==> src/rtl/spi_peripheral_if.sv <==
// Bus bundle between an SPI peripheral and its system-side user: the serial pins plus the
// transmit/receive word handshakes. The slave modport is the peripheral's view.
interface spi_peripheral_if #(
    parameter int WIDTH = 8
);
    logic             cs;
    logic             sck;
    logic             mosi;
    logic             miso;
    logic [WIDTH-1:0] tx_data;
    logic             tx_valid;
    logic             tx_ready;
    logic [WIDTH-1:0] rx_data;
    logic             rx_valid;
    logic             rx_ready;
    logic             ovr_clr;
    logic             rx_overrun;

    modport slave (
        input  cs, sck, mosi, tx_data, tx_valid, rx_ready, ovr_clr,
        output miso, tx_ready, rx_data, rx_valid, rx_overrun
    );

    modport master (
        output cs, sck, mosi, tx_data, tx_valid, rx_ready, ovr_clr,
        input  miso, tx_ready, rx_data, rx_valid, rx_overrun
    );
endinterface

==> src/rtl/spi_peripheral.sv <==
// SPI peripheral (all four CPOL/CPHA modes) oversampling cs/sck/mosi in the clk domain.
// Define SPI_PERIPH_OVERRUN_EN to enable the sticky rx_overrun flag.
module spi_peripheral #(
    parameter int WIDTH = 8,
    parameter bit CPOL  = 1'b0,
    parameter bit CPHA  = 1'b0
) (
    input logic           clk,
    input logic           rst_n,
    spi_peripheral_if.slave bus
);
    localparam int                 CNT_W = (WIDTH > 2) ? $clog2(WIDTH) : 1;
    localparam logic [CNT_W-1:0]   LAST  = CNT_W'(WIDTH - 1);

    typedef enum logic {IDLE = 1'b0, SHIFT = 1'b1} state_t;

    state_t             state_q, state_d;
    logic [2:0]         cs_sync_q, cs_sync_d;
    logic [2:0]         sck_sync_q, sck_sync_d;
    logic [1:0]         mosi_sync_q, mosi_sync_d;
    logic [WIDTH-1:0]   tx_sh_q, tx_sh_d;
    logic [WIDTH-1:0]   hold_q, hold_d;
    logic               hold_full_q, hold_full_d;
    logic [WIDTH-1:0]   rx_sh_q, rx_sh_d;
    logic [WIDTH-1:0]   rx_data_q, rx_data_d;
    logic               rx_valid_q, rx_valid_d;
    logic [CNT_W-1:0]   cnt_q, cnt_d;

    logic lead_edge, trail_edge, sample_edge, shift_edge, cs_fall, cs_rise;
    logic active, start, load, word_done, tx_wr, miso_o;

    // Bit [1] of each chain is the synchronised level, bit [2] its previous value.
    always_comb begin
        cs_sync_d   = {cs_sync_q[1:0], bus.cs};
        sck_sync_d  = {sck_sync_q[1:0], bus.sck};
        mosi_sync_d = {mosi_sync_q[0], bus.mosi};
        lead_edge   = (sck_sync_q[1] != CPOL) && (sck_sync_q[2] == CPOL);
        trail_edge  = (sck_sync_q[1] == CPOL) && (sck_sync_q[2] != CPOL);
        sample_edge = CPHA ? trail_edge : lead_edge;
        shift_edge  = CPHA ? lead_edge : trail_edge;
        cs_fall     = !cs_sync_q[1] && cs_sync_q[2];
        cs_rise     = cs_sync_q[1] && !cs_sync_q[2];
    end

    always_ff @(posedge clk or negedge rst_n) begin
        if (!rst_n) begin
            state_q <= IDLE;
        end else begin
            state_q <= state_d;
        end
    end

    always_comb begin
        state_d = state_q;
        case (state_q)
            IDLE:    if (cs_fall) state_d = SHIFT;
            SHIFT:   if (cs_rise) state_d = IDLE;
            default: state_d = IDLE;
        endcase
    end

    // A cs rise masks any sck edge seen in the same cycle.
    always_comb begin
        active = 1'b0;
        start  = 1'b0;
        miso_o = 1'b0;
        case (state_q)
            IDLE:  start = cs_fall;
            SHIFT: begin
                active = !cs_rise;
                miso_o = tx_sh_q[WIDTH-1];
            end
            default: ;
        endcase
    end

    always_comb begin
        tx_sh_d     = tx_sh_q;
        hold_d      = hold_q;
        hold_full_d = hold_full_q;
        rx_sh_d     = rx_sh_q;
        rx_data_d   = rx_data_q;
        rx_valid_d  = rx_valid_q;
        cnt_d       = cnt_q;
        word_done   = 1'b0;
        load        = start;
        tx_wr       = bus.tx_valid && !hold_full_q;

        if ((state_q == SHIFT) && cs_rise) cnt_d = '0;

        if (active && sample_edge) begin
            rx_sh_d = {rx_sh_q[WIDTH-2:0], mosi_sync_q[1]};
            if (cnt_q == LAST) begin
                cnt_d     = '0;
                word_done = 1'b1;
                load      = 1'b1;
            end else begin
                cnt_d = cnt_q + 1'b1;
            end
        end

        // The shift edge at bit count 0 is the one bordering a word start, where the
        // freshly loaded MSB must stay on miso.
        if (active && shift_edge && (cnt_q != '0)) tx_sh_d = {tx_sh_q[WIDTH-2:0], 1'b0};

        if (tx_wr) begin
            hold_d      = bus.tx_data;
            hold_full_d = 1'b1;
        end

        if (load) begin
            if (hold_full_q) begin
                tx_sh_d     = hold_q;
                hold_full_d = 1'b0;
            end else if (tx_wr) begin
                tx_sh_d     = bus.tx_data;
                hold_full_d = 1'b0;
            end else begin
                tx_sh_d = '0;
            end
        end

        if (rx_valid_q && bus.rx_ready) rx_valid_d = 1'b0;
        if (word_done) begin
            rx_valid_d = 1'b1;
            rx_data_d  = rx_sh_d;
        end
    end

    always_ff @(posedge clk or negedge rst_n) begin
        if (!rst_n) begin
            cs_sync_q   <= 3'b111;
            sck_sync_q  <= '0;
            mosi_sync_q <= '0;
            tx_sh_q     <= '0;
            hold_q      <= '0;
            hold_full_q <= 1'b0;
            rx_sh_q     <= '0;
            rx_data_q   <= '0;
            rx_valid_q  <= 1'b0;
            cnt_q       <= '0;
        end else begin
            cs_sync_q   <= cs_sync_d;
            sck_sync_q  <= sck_sync_d;
            mosi_sync_q <= mosi_sync_d;
            tx_sh_q     <= tx_sh_d;
            hold_q      <= hold_d;
            hold_full_q <= hold_full_d;
            rx_sh_q     <= rx_sh_d;
            rx_data_q   <= rx_data_d;
            rx_valid_q  <= rx_valid_d;
            cnt_q       <= cnt_d;
        end
    end

`ifdef SPI_PERIPH_OVERRUN_EN
    logic rx_overrun_q, rx_overrun_d;

    always_comb begin
        rx_overrun_d = rx_overrun_q;
        if (bus.ovr_clr) rx_overrun_d = 1'b0;
        if (word_done && rx_valid_q && !bus.rx_ready) rx_overrun_d = 1'b1;
    end

    always_ff @(posedge clk or negedge rst_n) begin
        if (!rst_n) begin
            rx_overrun_q <= 1'b0;
        end else begin
            rx_overrun_q <= rx_overrun_d;
        end
    end

    assign bus.rx_overrun = rx_overrun_q;
`else
    assign bus.rx_overrun = 1'b0;
`endif

    assign bus.miso     = miso_o;
    assign bus.tx_ready = !hold_full_q;
    assign bus.rx_data  = rx_data_q;
    assign bus.rx_valid = rx_valid_q;
endmodule

==> src/flat_wrapper.sv <==
// flat-port wrapper written by rule: the top's interface ports become plain ports
module spi_peripheral_flat 
#(
    parameter int WIDTH = 8,
    parameter bit CPOL  = 1'b0,
    parameter bit CPHA  = 1'b0
)
  (clk, rst_n, bus_cs, bus_sck, bus_mosi, bus_tx_data, bus_tx_valid, bus_rx_ready, bus_ovr_clr, bus_miso, bus_tx_ready, bus_rx_data, bus_rx_valid, bus_rx_overrun);
  spi_peripheral_if #(.WIDTH(WIDTH)) bus_i ();
  input logic clk;
  input logic rst_n;
  input wire logic [$bits(bus_i.cs)-1:0] bus_cs;
  input wire logic [$bits(bus_i.sck)-1:0] bus_sck;
  input wire logic [$bits(bus_i.mosi)-1:0] bus_mosi;
  input wire logic [$bits(bus_i.tx_data)-1:0] bus_tx_data;
  input wire logic [$bits(bus_i.tx_valid)-1:0] bus_tx_valid;
  input wire logic [$bits(bus_i.rx_ready)-1:0] bus_rx_ready;
  input wire logic [$bits(bus_i.ovr_clr)-1:0] bus_ovr_clr;
  output wire logic [$bits(bus_i.miso)-1:0] bus_miso;
  output wire logic [$bits(bus_i.tx_ready)-1:0] bus_tx_ready;
  output wire logic [$bits(bus_i.rx_data)-1:0] bus_rx_data;
  output wire logic [$bits(bus_i.rx_valid)-1:0] bus_rx_valid;
  output wire logic [$bits(bus_i.rx_overrun)-1:0] bus_rx_overrun;
  assign bus_i.cs = bus_cs;
  assign bus_i.sck = bus_sck;
  assign bus_i.mosi = bus_mosi;
  assign bus_i.tx_data = bus_tx_data;
  assign bus_i.tx_valid = bus_tx_valid;
  assign bus_i.rx_ready = bus_rx_ready;
  assign bus_i.ovr_clr = bus_ovr_clr;
  assign bus_miso = bus_i.miso;
  assign bus_tx_ready = bus_i.tx_ready;
  assign bus_rx_data = bus_i.rx_data;
  assign bus_rx_valid = bus_i.rx_valid;
  assign bus_rx_overrun = bus_i.rx_overrun;
  spi_peripheral #(.WIDTH(WIDTH), .CPOL(CPOL), .CPHA(CPHA)) u_core (.clk(clk), .rst_n(rst_n), .bus(bus_i));
endmodule
==> config.mk <==
export PLATFORM = sky130hd
export DESIGN_NAME = spi_peripheral_flat
export DESIGN_NICKNAME = d
export VERILOG_FILES = /design/src/rtl/spi_peripheral_if.sv /design/src/rtl/spi_peripheral.sv /design/src/flat_wrapper.sv
export SDC_FILE = /design/constraint.sdc
export NUM_CORES = 1
export LEC_CHECK = 0
export CAP_MARGIN = 20
export CORE_MARGIN = 4
export CORE_UTILIZATION = 55
export CTS_BUF_LIST = sky130_fd_sc_hd__clkbuf_4 sky130_fd_sc_hd__clkbuf_8
export DETAILED_ROUTE_END_ITERATION = 10
export PLACE_DENSITY = 0.78
export SETUP_SLACK_MARGIN = 0.2
export SYNTH_ARGS = -nofsm -noshare
export SYNTH_HDL_FRONTEND = slang
export SYNTH_SLANG_ARGS = --single-unit
==> constraint.sdc <==
create_clock -name clk -period 1.8 [get_ports clk]
set_clock_uncertainty 0.05 [all_clocks]
set_input_delay 0.27 -clock clk [delete_from_list [all_inputs] [get_ports clk]]
set_output_delay 0.27 -clock clk [all_outputs]
set_load 0.005 [all_outputs]
==> flow_summary.toml <==
[route]
wl_met3_um = 189
drt_wl_total_um = 3290
avgRoutedWirePerCell_um = 14.2
drc = 0
drt_pass1_iterations = 4
drt-met1-wl_um = 1390
vias_per_cell = 5.41
met2_length_um = 1620
highest_layer = "met4"
drt_iter0_drc = 38
ant_nets = 0
vias = 1249

[sta]
worst_pin_slew_ns = 0.538
fin_crit_ns = 1.54
finalSetupTns_ns = 0
finalMaxSlewViolations = 0
post-route-period-util = 0.853
hold_violations = 0
grt_setup_unrepaired = "yes"
setup_viol = 0
max_slew_margin = 0.641
max_freq_ghz = 0.651

[worst_setup_path]
critPathTopFamily = "buffers and inverters"
critPathArrivalTime_ns = 1.22
worstSetupStartpointType = "flip-flop"
worst_path_largest_cell_delay_ns = 0.50
cp_max_fo = 2
crit_type = "reg2out"
crit_buf_inv = 1
cpMaxStageDelayCell = "clkdlybuf4s50_1"
required_ns = 1.48
path_cells = "clkdlybuf4s50_1"
critPathCaptureType = "output port"

[pwr]
peakVddDrop_v = 0.000718
power_density_nw_per_um2 = 977
p_seq_frac = 0.584
swShare = 0.277
leakagePower_nw = 1.17
cellInternalPower_mw = 1.67
clkPwrFrac = 0.206
p_total_mw = 2.31
p_sw_mw = 0.642
combPwrFrac = 0.210

[die]
pin_count = 28
rows = 20
dieArea_um2 = 4400
die_y_um = 66.3
core_um2 = 3150
dieWidth_um = 66.3
start_util = 0.593

[global_route]
track_usage = 0.163
grt_pass1_vias = 1225
grt_pass1_wl_um = 5380
grt_max_degree = 46
antenna_found_initial = 0
grt_overflow = 0

[clock_network]
clkTransAtPathRegs_ns = 0.11
clk_latency_ns = 0.35
cts_made_buffers = 5
cts-root-buf = "clkbuf_4"
cts.sinks = 45
cts_buffer_depth = 2
cts_tree = "done"
htree_levels = 2

[final_layout]
final-seq-area_um2 = 1130
drive_gt1_frac = 0.283
fill_cells = 202
nets = 205
syn_to_final_growth_pct = 26.6
diodes = 0
final_core_util = 0.751
multiInputGateArea_um2 = 737

[yosys]
syn-num-nets = 163
ys_ff_latch = 45
synth_cell_type_count = 29
synthCells = 144
yosysWarnings = 0
syn_area_per_cell_um2 = 13.0
seq_area_frac_synth = 0.604
syn-cell-area_um2 = 1870

[min_path]
hold_path.class = "in2reg"

[flow_run]
cap_viol_max_count = 0

[outcome]
outcome = "complete, no violations"

[placed_design]
gp_congestion = 0.734
numPortBuffers = 25
dpl.hpwl_um = 2170
## registers in the layout, indices dropped and copies added, names as in the netlist
signal               flops
u_core.hold_q            8
u_core.hold_full_q       1
u_core.tx_sh_q           8
u_core.rx_sh_q           7
u_core.state_q           1
u_core.sck_sync_q        3
u_core.cnt_q             3
u_core.mosi_sync_q       2
u_core.bus.rx_valid      1
u_core.cs_sync_q         3
u_core.bus.rx_data       8
## routing by layer
| layer | vias up | global-route usage |
|---|---|---|
| met5 | - | 0 |
| met4 | 0 | 0.0838 |
| met3 | 9 | 0.0357 |
| met2 | 47 | 0.275 |
| met1 | 606 | 0.193 |
| li1 | 587 | - |
## power by group through the flow
stage / clock [mW] / sequential [mW] / combinational, mW
after detailed placement: 0 / 1.38 / 0.433
final: 0.476 / 1.35 / 0.486
after global routing: 0.533 / 1.38 / 0.545
after global placement: 0 / 1.37 / 0.401
after floorplan: 0 / 1.33 / 0.314
after CTS: 0.491 / 1.35 / 0.460
## worst paths after layout
kind                                        from               endpoint  slack, ns  cells past startpoint
setup / recovery           u_core.bus.rx_data[1]         bus_rx_data[1]       0.26                      1
hold / removal                            bus_cs    u_core.cs_sync_q[0]       0.27                      1
setup reg to reg                 u_core.cnt_q[0]  u_core.bus.rx_data[5]       0.27                      4
hold reg to reg             u_core.sck_sync_q[0]   u_core.sck_sync_q[1]       0.31                      0
max in group asynchronous                  rst_n         u_core.state_q       0.84                      3
min in group asynchronous                  rst_n      u_core.tx_sh_q[4]       0.46                      3
## metrics by stage
stage                     setup slack (ns)  area [um2]  hold slack (ns)  cells
final                                0.265        2370            0.271    231
after global routing                 0.193        2370            0.257    231
after CTS                            0.212        2290            0.254    223
after detailed placement             0.113        2170            0.286    211
after global placement               0.154        2170            0.282    211
after floorplan                      0.285        1870          -0.0756    144
## placed cells by master (no fill, tap or decap), drive strengths merged
| master | Yosys | routed |
|---|---|---|
| nand4b | 1 | 1 |
| and2b | 1 | 1 |
| buf | 5 | 14 |
| dfrtp | 42 | 42 |
| o21ai | 3 | 3 |
| nand2 | 24 | 24 |
| o31ai | 1 | 1 |
| nand2b | 1 | 1 |
| dfstp | 3 | 3 |
| nor2 | 1 | 1 |
| a22oi | 8 | 8 |
| o2111ai | 1 | 2 |
| mux2 | 16 | 16 |
| ha | 3 | 3 |
| nor3b | 1 | 1 |
| dlygate4sd3 | 0 | 1 |
| conb | 1 | 1 |
| inv | 6 | 6 |
| and2 | 1 | 1 |
| dlygate4sd2 | 0 | 2 |
| nor2b | 3 | 3 |
| and3 | 1 | 1 |
| clkdlybuf4s50 | 0 | 22 |
| o21a | 1 | 1 |
| clkbuf | 1 | 7 |
| nand4 | 1 | 2 |
| a22o | 2 | 2 |
| mux2i | 13 | 13 |
| o221ai | 1 | 1 |
| a21oi | 1 | 1 |
| nand3 | 1 | 1 |
| clkinv | 0 | 1 |
## cell type report
type / instances / area share
flip-flops and latches: 45 / 0.478
multi-input cells: 89 / 0.311
repair buffers: 39 / 0.153
well taps: 44 / 0.0233
clock buffers: 7 / 0.0222
inverters: 6 / 0.00951
clock inverters: 1 / 0.00211
## kinds of logic after synthesis
group                      count (synthesis)  share of synthesized area
AOI/OAI and AO/OA                         18                     0.0789
adders and majority gates                  3                     0.0201
buffers and inverters                     12                     0.0288
DFF                                       45                      0.604
muxes                                     29                      0.166
other                                      1                    0.00200
and+or+nand+nor                           36                      0.100
## synthesized netlist by cell type
library cell | count | share of area
a21oi_4 | 1 | 0.0087
a22o_1 | 2 | 0.0094
a22oi_1 | 8 | 0.032
and2_1 | 1 | 0.0033
and2b_4 | 1 | 0.0054
and3_4 | 1 | 0.0060
buf_2 | 4 | 0.011
buf_4 | 1 | 0.0040
clkbuf_1 | 1 | 0.0020
conb_1 | 1 | 0.0020
dfrtp_1 | 42 | 0.56
dfstp_2 | 3 | 0.042
ha_1 | 3 | 0.020
inv_1 | 6 | 0.012
mux2_2 | 16 | 0.096
mux2i_1 | 13 | 0.070
nand2_1 | 24 | 0.048
nand2b_4 | 1 | 0.0074
nand3_1 | 1 | 0.0027
nand4_2 | 1 | 0.0067
nand4b_1 | 1 | 0.0047
nor2_1 | 1 | 0.0020
nor2b_1 | 3 | 0.010
nor3b_1 | 1 | 0.0040
o2111ai_2 | 1 | 0.0080
o21a_1 | 1 | 0.0040
o21ai_0 | 3 | 0.0080
o221ai_1 | 1 | 0.0047
o31ai_1 | 1 | 0.0040
## repair_timing
| action | CTS | global route |
|---|---|---|
| pin swaps | 0 | 3 |
| buffers inserted | 3 | 6 |
| hold buffers | 1 | 0 |
| hold endpoints to repair | 42 | 0 |
| setup endpoints to repair | 18 | 16 |
| gates cloned | 0 | 2 |
| gates resized for setup | 6 | 2 |
Note: power is estimated with default switching activity, not from simulation.
